$ cat config.mk
export PLATFORM = sky130hd
export DESIGN_NAME = multi_voice_sample_player
export DESIGN_NICKNAME = d
export VERILOG_FILES = /design/src/rtl/sample_player_pkg.sv /design/src/rtl/voice_channel.sv /design/src/rtl/multi_voice_sample_player.sv
export SDC_FILE = /design/constraint.sdc
export NUM_CORES = 1
export LEC_CHECK = 0
export ABC_AREA = 1
export CORE_MARGIN = 2
export CORE_UTILIZATION = 59
export DETAILED_ROUTE_END_ITERATION = 6
export MAX_ROUTING_LAYER = met4
export PLACE_DENSITY = 0.89
export REMOVE_ABC_BUFFERS = 1
export SLEW_MARGIN = 20
export SYNTH_ARGS = -nofsm -noshare
export SYNTH_HDL_FRONTEND = slang
export SYNTH_SLANG_ARGS = --single-unit
$ cat constraint.sdc
create_clock -name clock -period 11.8 [get_ports clock]
set_clock_uncertainty 0.05 [all_clocks]
set_input_delay 1.77 -clock clock [delete_from_list [all_inputs] [get_ports clock]]
set_output_delay 1.77 -clock clock [all_outputs]
set_load 0.01 [all_outputs]
$ cat src/rtl/sample_player_pkg.sv
// Shared types and helpers for the multi-voice sample player:
// frame FSM state encoding, accumulator width derivation and output saturation.
package sample_player_pkg;

    typedef enum logic [1:0] {
        IDLE  = 2'd0,
        SCAN  = 2'd1,
        WRITE = 2'd2
    } state_t;

    // Scan counter must reach VOICES (up to 16), so five bits always suffice.
    localparam int SCAN_CNT_W = 5;

    function automatic int clog2_int(input int n);
        int r;
        r = 0;
        for (int i = 0; i < 32; i++) begin
            if ((1 << i) < n) r = i + 1;
        end
        return r;
    endfunction

    // Enough headroom to sum every voice at full scale without wrapping.
    function automatic int acc_width(input int sample_w, input int voices);
        return sample_w + clog2_int(voices);
    endfunction

    // Clamp a sign-extended sum into the signed range of an out_w-bit result.
    function automatic logic signed [31:0] sat_clamp(input logic signed [31:0] v,
                                                     input int out_w);
        logic signed [31:0] hi;
        logic signed [31:0] lo;
        hi = (32'sd1 <<< (out_w - 1)) - 32'sd1;
        lo = -(32'sd1 <<< (out_w - 1));
        if (v > hi)      return hi;
        else if (v < lo) return lo;
        else             return v;
    endfunction

endpackage

$ cat src/rtl/voice_channel.sv
// One playback voice: trigger edge detect, sample pointer, active flag,
// end-of-sample handling (one-shot or loop reload) and the done pulse.
module voice_channel #(
    parameter int ADDR_W = 20
) (
    input  logic              clock,
    input  logic              reset,
    input  logic              play,
    input  logic [ADDR_W-1:0] start_addr,
    input  logic [ADDR_W-1:0] end_addr,
    input  logic              loop_en,
    input  logic              advance,
    output logic [ADDR_W-1:0] ptr,
    output logic              active,
    output logic              done,
    output logic              trig
);

    logic play_d;
    logic armed;
    logic at_end;

    // armed stays low for the first cycle after reset so a play line held
    // high across reset release is not mistaken for a rising edge.
    always_comb begin
        trig   = armed & play & ~play_d;
        at_end = !(ptr < end_addr);
    end

    // Trigger takes priority over the advance/end handling of the same cycle.
    always_ff @(posedge clock or posedge reset) begin
        if (reset) begin
            play_d <= 1'b0;
            armed  <= 1'b0;
            ptr    <= '0;
            active <= 1'b0;
            done   <= 1'b0;
        end else begin
            play_d <= play;
            armed  <= 1'b1;
            done   <= 1'b0;
            if (trig) begin
                ptr    <= start_addr;
                active <= 1'b1;
            end else if (advance && active) begin
                if (!at_end) begin
                    ptr <= ptr + 1'b1;
                end else if (loop_en) begin
                    ptr <= start_addr;
                end else begin
                    active <= 1'b0;
                    done   <= 1'b1;
                end
            end
        end
    end

endmodule

$ cat src/rtl/multi_voice_sample_player.sv
// Polyphonic sample player: VOICES voices share one ROM port, fetched in
// turn once per frame, summed with saturation and pushed to the codec FIFO.
// Build option: define SAMPLE_LOOP_EN to add the loop_en port and per-voice
// looping; without it every voice is one-shot.
//
// state | meaning
// IDLE  | wait for FIFO space while at least one voice is active
// SCAN  | VOICES+1 cycles: issue one ROM address per voice, accumulate data
// WRITE | present the saturated mix with a one-cycle write strobe
import sample_player_pkg::*;

module multi_voice_sample_player #(
    parameter int VOICES   = 6,
    parameter int ADDR_W   = 20,
    parameter int SAMPLE_W = 10,
    parameter int OUT_W    = 10
) (
    input  logic                     clock,
    input  logic                     reset,
    input  logic [VOICES-1:0]        play,
    input  logic [VOICES*ADDR_W-1:0] start_addr,
    input  logic [VOICES*ADDR_W-1:0] end_addr,
`ifdef SAMPLE_LOOP_EN
    input  logic [VOICES-1:0]        loop_en,
`endif
    input  logic                     audio_out_allowed,
    output logic [ADDR_W-1:0]        rom_addr,
    input  logic [SAMPLE_W-1:0]      rom_q,
    output logic                     write_audio_out,
    output logic [OUT_W-1:0]         audio_out,
    output logic                     clear_buffer,
    output logic [VOICES-1:0]        active,
    output logic [VOICES-1:0]        done
);

    localparam int ACC_W = acc_width(SAMPLE_W, VOICES);
    localparam logic [SCAN_CNT_W-1:0] SCAN_LAST = SCAN_CNT_W'(VOICES);

    state_t                  state;
    logic [SCAN_CNT_W-1:0]   scan_cnt;
    logic signed [ACC_W-1:0] acc;
    logic signed [ACC_W-1:0] acc_next;
    logic signed [ACC_W-1:0] add_term;
    logic                    addr_act;
    logic                    q_act;
    logic                    had_active;

    logic [ADDR_W-1:0]       ptr [VOICES];
    logic [VOICES-1:0]       trig;
    logic [VOICES-1:0]       adv;
    logic [VOICES-1:0]       loop_bits;

    logic                    go;
    logic                    issue_valid;
    logic [SCAN_CNT_W-1:0]   issue_idx;
    logic [ADDR_W-1:0]       issue_ptr;
    logic                    issue_act;

`ifdef SAMPLE_LOOP_EN
    assign loop_bits = loop_en;
`else
    assign loop_bits = '0;
`endif

    genvar g;
    generate
        for (g = 0; g < VOICES; g++) begin : g_voice
            voice_channel #(.ADDR_W(ADDR_W)) u_voice (
                .clock      (clock),
                .reset      (reset),
                .play       (play[g]),
                .start_addr (start_addr[g*ADDR_W +: ADDR_W]),
                .end_addr   (end_addr[g*ADDR_W +: ADDR_W]),
                .loop_en    (loop_bits[g]),
                .advance    (adv[g]),
                .ptr        (ptr[g]),
                .active     (active[g]),
                .done       (done[g]),
                .trig       (trig[g])
            );
        end
    endgenerate

    // Pick the voice whose address goes out at the next edge; that voice
    // advances on the same edge so a retrigger can never be skipped over.
    always_comb begin
        go          = (state == IDLE) && audio_out_allowed && (|active);
        issue_valid = go || ((state == SCAN) && ((scan_cnt + 1'b1) < SCAN_LAST));
        issue_idx   = go ? '0 : scan_cnt + 1'b1;
        issue_ptr   = '0;
        issue_act   = 1'b0;
        adv         = '0;
        for (int i = 0; i < VOICES; i++) begin
            if (issue_idx == SCAN_CNT_W'(i)) begin
                issue_ptr = ptr[i];
                issue_act = active[i];
                adv[i]    = issue_valid;
            end
        end
        add_term = '0;
        if ((state == SCAN) && (scan_cnt != '0) && q_act)
            add_term = ACC_W'($signed(rom_q));
        acc_next = acc + add_term;
    end

    // Frame FSM with registered ROM address, accumulator and codec outputs.
    always_ff @(posedge clock or posedge reset) begin
        if (reset) begin
            state           <= IDLE;
            scan_cnt        <= '0;
            acc             <= '0;
            rom_addr        <= '0;
            addr_act        <= 1'b0;
            q_act           <= 1'b0;
            audio_out       <= '0;
            write_audio_out <= 1'b0;
        end else begin
            write_audio_out <= 1'b0;
            q_act           <= addr_act;
            if (issue_valid) begin
                rom_addr <= issue_ptr;
                addr_act <= issue_act;
            end
            case (state)
                IDLE: begin
                    if (go) begin
                        state    <= SCAN;
                        scan_cnt <= '0;
                        acc      <= '0;
                    end
                end
                SCAN: begin
                    acc      <= acc_next;
                    scan_cnt <= scan_cnt + 1'b1;
                    if (scan_cnt == SCAN_LAST) begin
                        state           <= WRITE;
                        audio_out       <= OUT_W'(sat_clamp(32'(acc_next), OUT_W));
                        write_audio_out <= 1'b1;
                    end
                end
                WRITE: state <= IDLE;
                default: state <= IDLE;
            endcase
        end
    end

    // Flag the codec buffer flush once the last voice has run out; a new
    // trigger arriving in that cycle means playback continues, so no flush.
    always_ff @(posedge clock or posedge reset) begin
        if (reset) begin
            had_active   <= 1'b0;
            clear_buffer <= 1'b0;
        end else begin
            had_active   <= |active;
            clear_buffer <= had_active && !(|active) && !(|trig);
        end
    end

endmodule
==> summary.md <==
| Metric | Value |
|---|---|
| Sequential-to-total area share from yosys stat | 30.7% |
| Finish-stage setup viols | 0 |
| Final ANT Viol Nets | 0 |
| Reg area | 0.00533 mm^2 |
| Largest net degree at the start of global routing | 93 |
| Cell seen most often among critical-path stages | nand2_1 |
| Yosys cell types | 58 |
| Die height | 176 um |
| Tmin final | 5.47 ns |
| Vias | 18.5k |
| Setup TNS | 0 ns |
| Initial cell density of the core | 60.2% |
| FILL cells | 2277 |
| Die footprint | 0.0308 mm^2 |
| WL per Instance | 18.4 um |
| Worst-path clk slew | 0.06 ns |
| Clock root buffer | clkbuf_16 |
| Asr flop ratio synth | 100% |
| Share of layout cells above drive strength 1 | 4.17% |
| Hold WC Path Type | flip-flop to flip-flop |
| I/O Buffers | 302 |
| Count of flip-flops with a built-in enable after synthesis | 0 |
| Mean Syn Cell Area | 6.91 um^2 |
| CP required | 12.20 ns |
| Core area | 0.0289 mm^2 |
| Antenna violations before repair | 1 |
| Leak pwr | 10.4 nW |
| Final Util | 74.3% |
| DRC | 0 |
| Synth Warn # | 0 |
| H-tree depth | 1 |
| Most common library cell in the layout ignoring fill and taps | nand2_1 |
| Layout Nets | 3157 |
| Measured slew at the worst slew-check pin | 1.07 ns |
| CP delay by family, top | buffers and inverters |
| Max FO, Critical Path | 33 |
| Post-CTS Resized | 0 |
| GRT Resource Usage Total | 38.5% |
| GPL Wtd Cong | 0.963 |
| CTS Hold Buffers Added | 0 |
| Cell Rows | 62 |
| Area of the multi-input gates | 0.0102 mm^2 |
| Fin crit share | 46.4% |
| Vias in the first global route | 17.9k |
| 1st-iter DRT viols | 1987 |
| RSZ-0062 raised after global routing | no |
| Die X | 176 um |
| Critical path type | input pin to flip-flop |
| Non-filler cells, final | 3167 |
| Max-slew violations | 0 |
| Synth Cell Area | 0.0174 mm^2 |
| Number of synthesized register bits | 213 |
| Most frequent cells in the layout | nand2_1, inv_1, clkdlybuf4s50_1 |
| First-pass GRT wire length | 92300 um |
| GRT overflow | 0 |
| Main synth FF type | dfrtp_1 |
| I/O Pins | 303 |
| Synth Instances | 2511 |
| Slowest CP cell | clkdlybuf4s50_1 |
| TritonRoute pass-1 iters | 6 |
| Setup bufs post-CTS | 0 |
| Worst vdd ir | 0.233 mV |
| Critical Path AT | 5.87 ns |
| Power per cell area | 230 mW/mm^2 |
| Final HPWL DP | 45000 um |
| Area Growth Syn to Fin | 23.4% |
| Vias/cell | 5.84 |
| Buf/Inv on CP | 2 |
| Pwr Total | 4.94 mW |
| Max-slew headroom | 28.6% |
| Largest stage delay, worst path | 1.12 ns |
| Max Clk Rate | 183 MHz |
| DRT Wirelength | 58200 um |
| Fin. Hold Viols | 0 |
| DP Area | 0.0206 mm^2 |
| Total CTS buffers | 26 |
| Final Cell Area | 0.0214 mm^2 |
| Max-cap violation count | 0 |
| Status | finished, final reports clean |
| CTS tree | done |
| Max Root-Sink Buffers | 3 |
| Clock Sink Count | 213 |
| Critical Path Start Type | input pin |
| CP Capture Type | flip-flop |
| Clock Latency Late Sink | 0.56 ns |
| Crit-path cells | clkdlybuf4s50_1, nand3_4, inv_2, ha_1, a21oi_1, a21boi_0, nand2_1, a21oi_1, nand3_1, nand2_1, nand4_1, o21ai_4, nand2_1, nand2_1, nand2_1 |
| Cell Count Post-Placement | 3118 |
## worst reg2reg max path: stages (launching register included)
cell     delay [ns]
dfrtp_1        0.37
inv_2          0.08
nand2_4        0.31
nor2_8         0.52
nand2_1        0.29
nor2_1         0.19
ha_1           0.24
inv_1          0.08
fa_1           0.41
nor3_1         0.22
nor2_1         0.12
o21ai_0        0.53
nand3_1        0.18
nand3_1        0.26
nand2_1        0.13
nand2_1        0.08
nand2_1        0.05
nand2_1        0.12
nand2_1        0.09
a21oi_1        0.19
nand4_1        0.17
o21ai_4        0.31
nand2_1        0.11
nand2_1        0.07
nand2_1        0.06
## cell usage after synthesis (11+ instances only)
cell / instances / area [um^2]
o22ai_1: 56 / 350
ha_1: 135 / 1690
nand4_1: 66 / 413
inv_1: 385 / 1450
nor3_1: 43 / 215
mux2i_1: 37 / 370
nor4_1: 11 / 68.8
a211oi_1: 16 / 120
nor2_1: 182 / 683
xnor2_1: 12 / 105
o21ai_0: 202 / 1010
nand3_1: 115 / 576
nand2_2: 19 / 119
buf_4: 14 / 105
nand2_1: 629 / 2360
o211ai_1: 17 / 128
dfrtp_1: 213 / 5330
a21oi_1: 106 / 531
xor2_1: 58 / 508
clkbuf_1: 63 / 236
## per-layer routing
metal,vias to the layer above,global-route usage (%),wire (um)
met2,977,62.2,26900
li1,8770,-,-
met3,144,4.57,5150
met1,8616,49.7,23600
met5,-,-,0
met4,0,14.8,2570
## power breakdown
part,total [mW],internal [mW],switching (mW)
combinational,2.70,0.975,1.72
clock,0.805,0.467,0.338
sequential,1.44,1.04,0.394
total,4.94,2.48,2.45
## worst paths after layout
kind | start | endpoint | slack (ns) | depth (start not counted)
worst max-delay path | rom_q[9] | audio_out[3]$_DFFE_PP0P_ | 6.33 | 15
worst min-delay path | addr_act$_DFFE_PP0N_ | q_act$_DFF_PP0_ | 0.35 | 0
worst max register to register | state[1]$_DFFE_PP0P_ | audio_out[3]$_DFFE_PP0P_ | 6.47 | 24
worst min register to register | addr_act$_DFFE_PP0N_ | q_act$_DFF_PP0_ | 0.35 | 0
max in group asynchronous | reset | g_voice[0].u_voice.ptr[19]$_DFFE_PP0P_ | 8.64 | 3
min in group asynchronous | reset | acc[22]$_DFFE_PP0P_ | 1.70 | 2
## final cells by class
type	count	area share [%]
sequential	213	24.9
clock inverter	9	0.455
multi-input combinational	1814	47.4
clock buffer	38	3.53
antenna	2	0.0234
tap	384	2.24
inverter	393	6.92
timing repair buffer	314	14.5
## through the flow
stage / hold slack, ns / setup WS, ns
2_1_floorplan: 0.304 / 4.16
3_3_place_gp: 0.313 / 5.97
3_5_place_dp: 0.335 / 5.83
4_1_cts: 0.349 / 6.41
5_1_grt: 0.364 / 5.95
6_report: 0.354 / 6.33
## registers in the layout, indices dropped and copies added (netlist names), 2 cells and up
signal	count
acc	32
state	2
g_voice.u_voice.done	6
rom_addr	20
g_voice.u_voice.play_d	6
g_voice.u_voice.active	6
g_voice.u_voice.ptr	120
audio_out	10
scan_cnt	5
## cells by family (layout without fill, tap and decap cells)
| kind of cell | Yosys count | after routing | share of synthesized area (%) |
|---|---|---|---|
| flip-flops | 213 | 213 | 30.7 |
| XOR/XNOR | 70 | 70 | 3.53 |
| AO/OA/AOI/OAI | 462 | 462 | 15.3 |
| other | 1 | 3 | 0.0216 |
| buffers and inverters | 484 | 754 | 10.9 |
| AND/OR/NAND/NOR | 1108 | 1108 | 27.6 |
| multiplexers | 37 | 37 | 2.13 |
| adder cells (fa/ha/maj) | 136 | 136 | 9.84 |
Power figures use the tool's default switching activity.
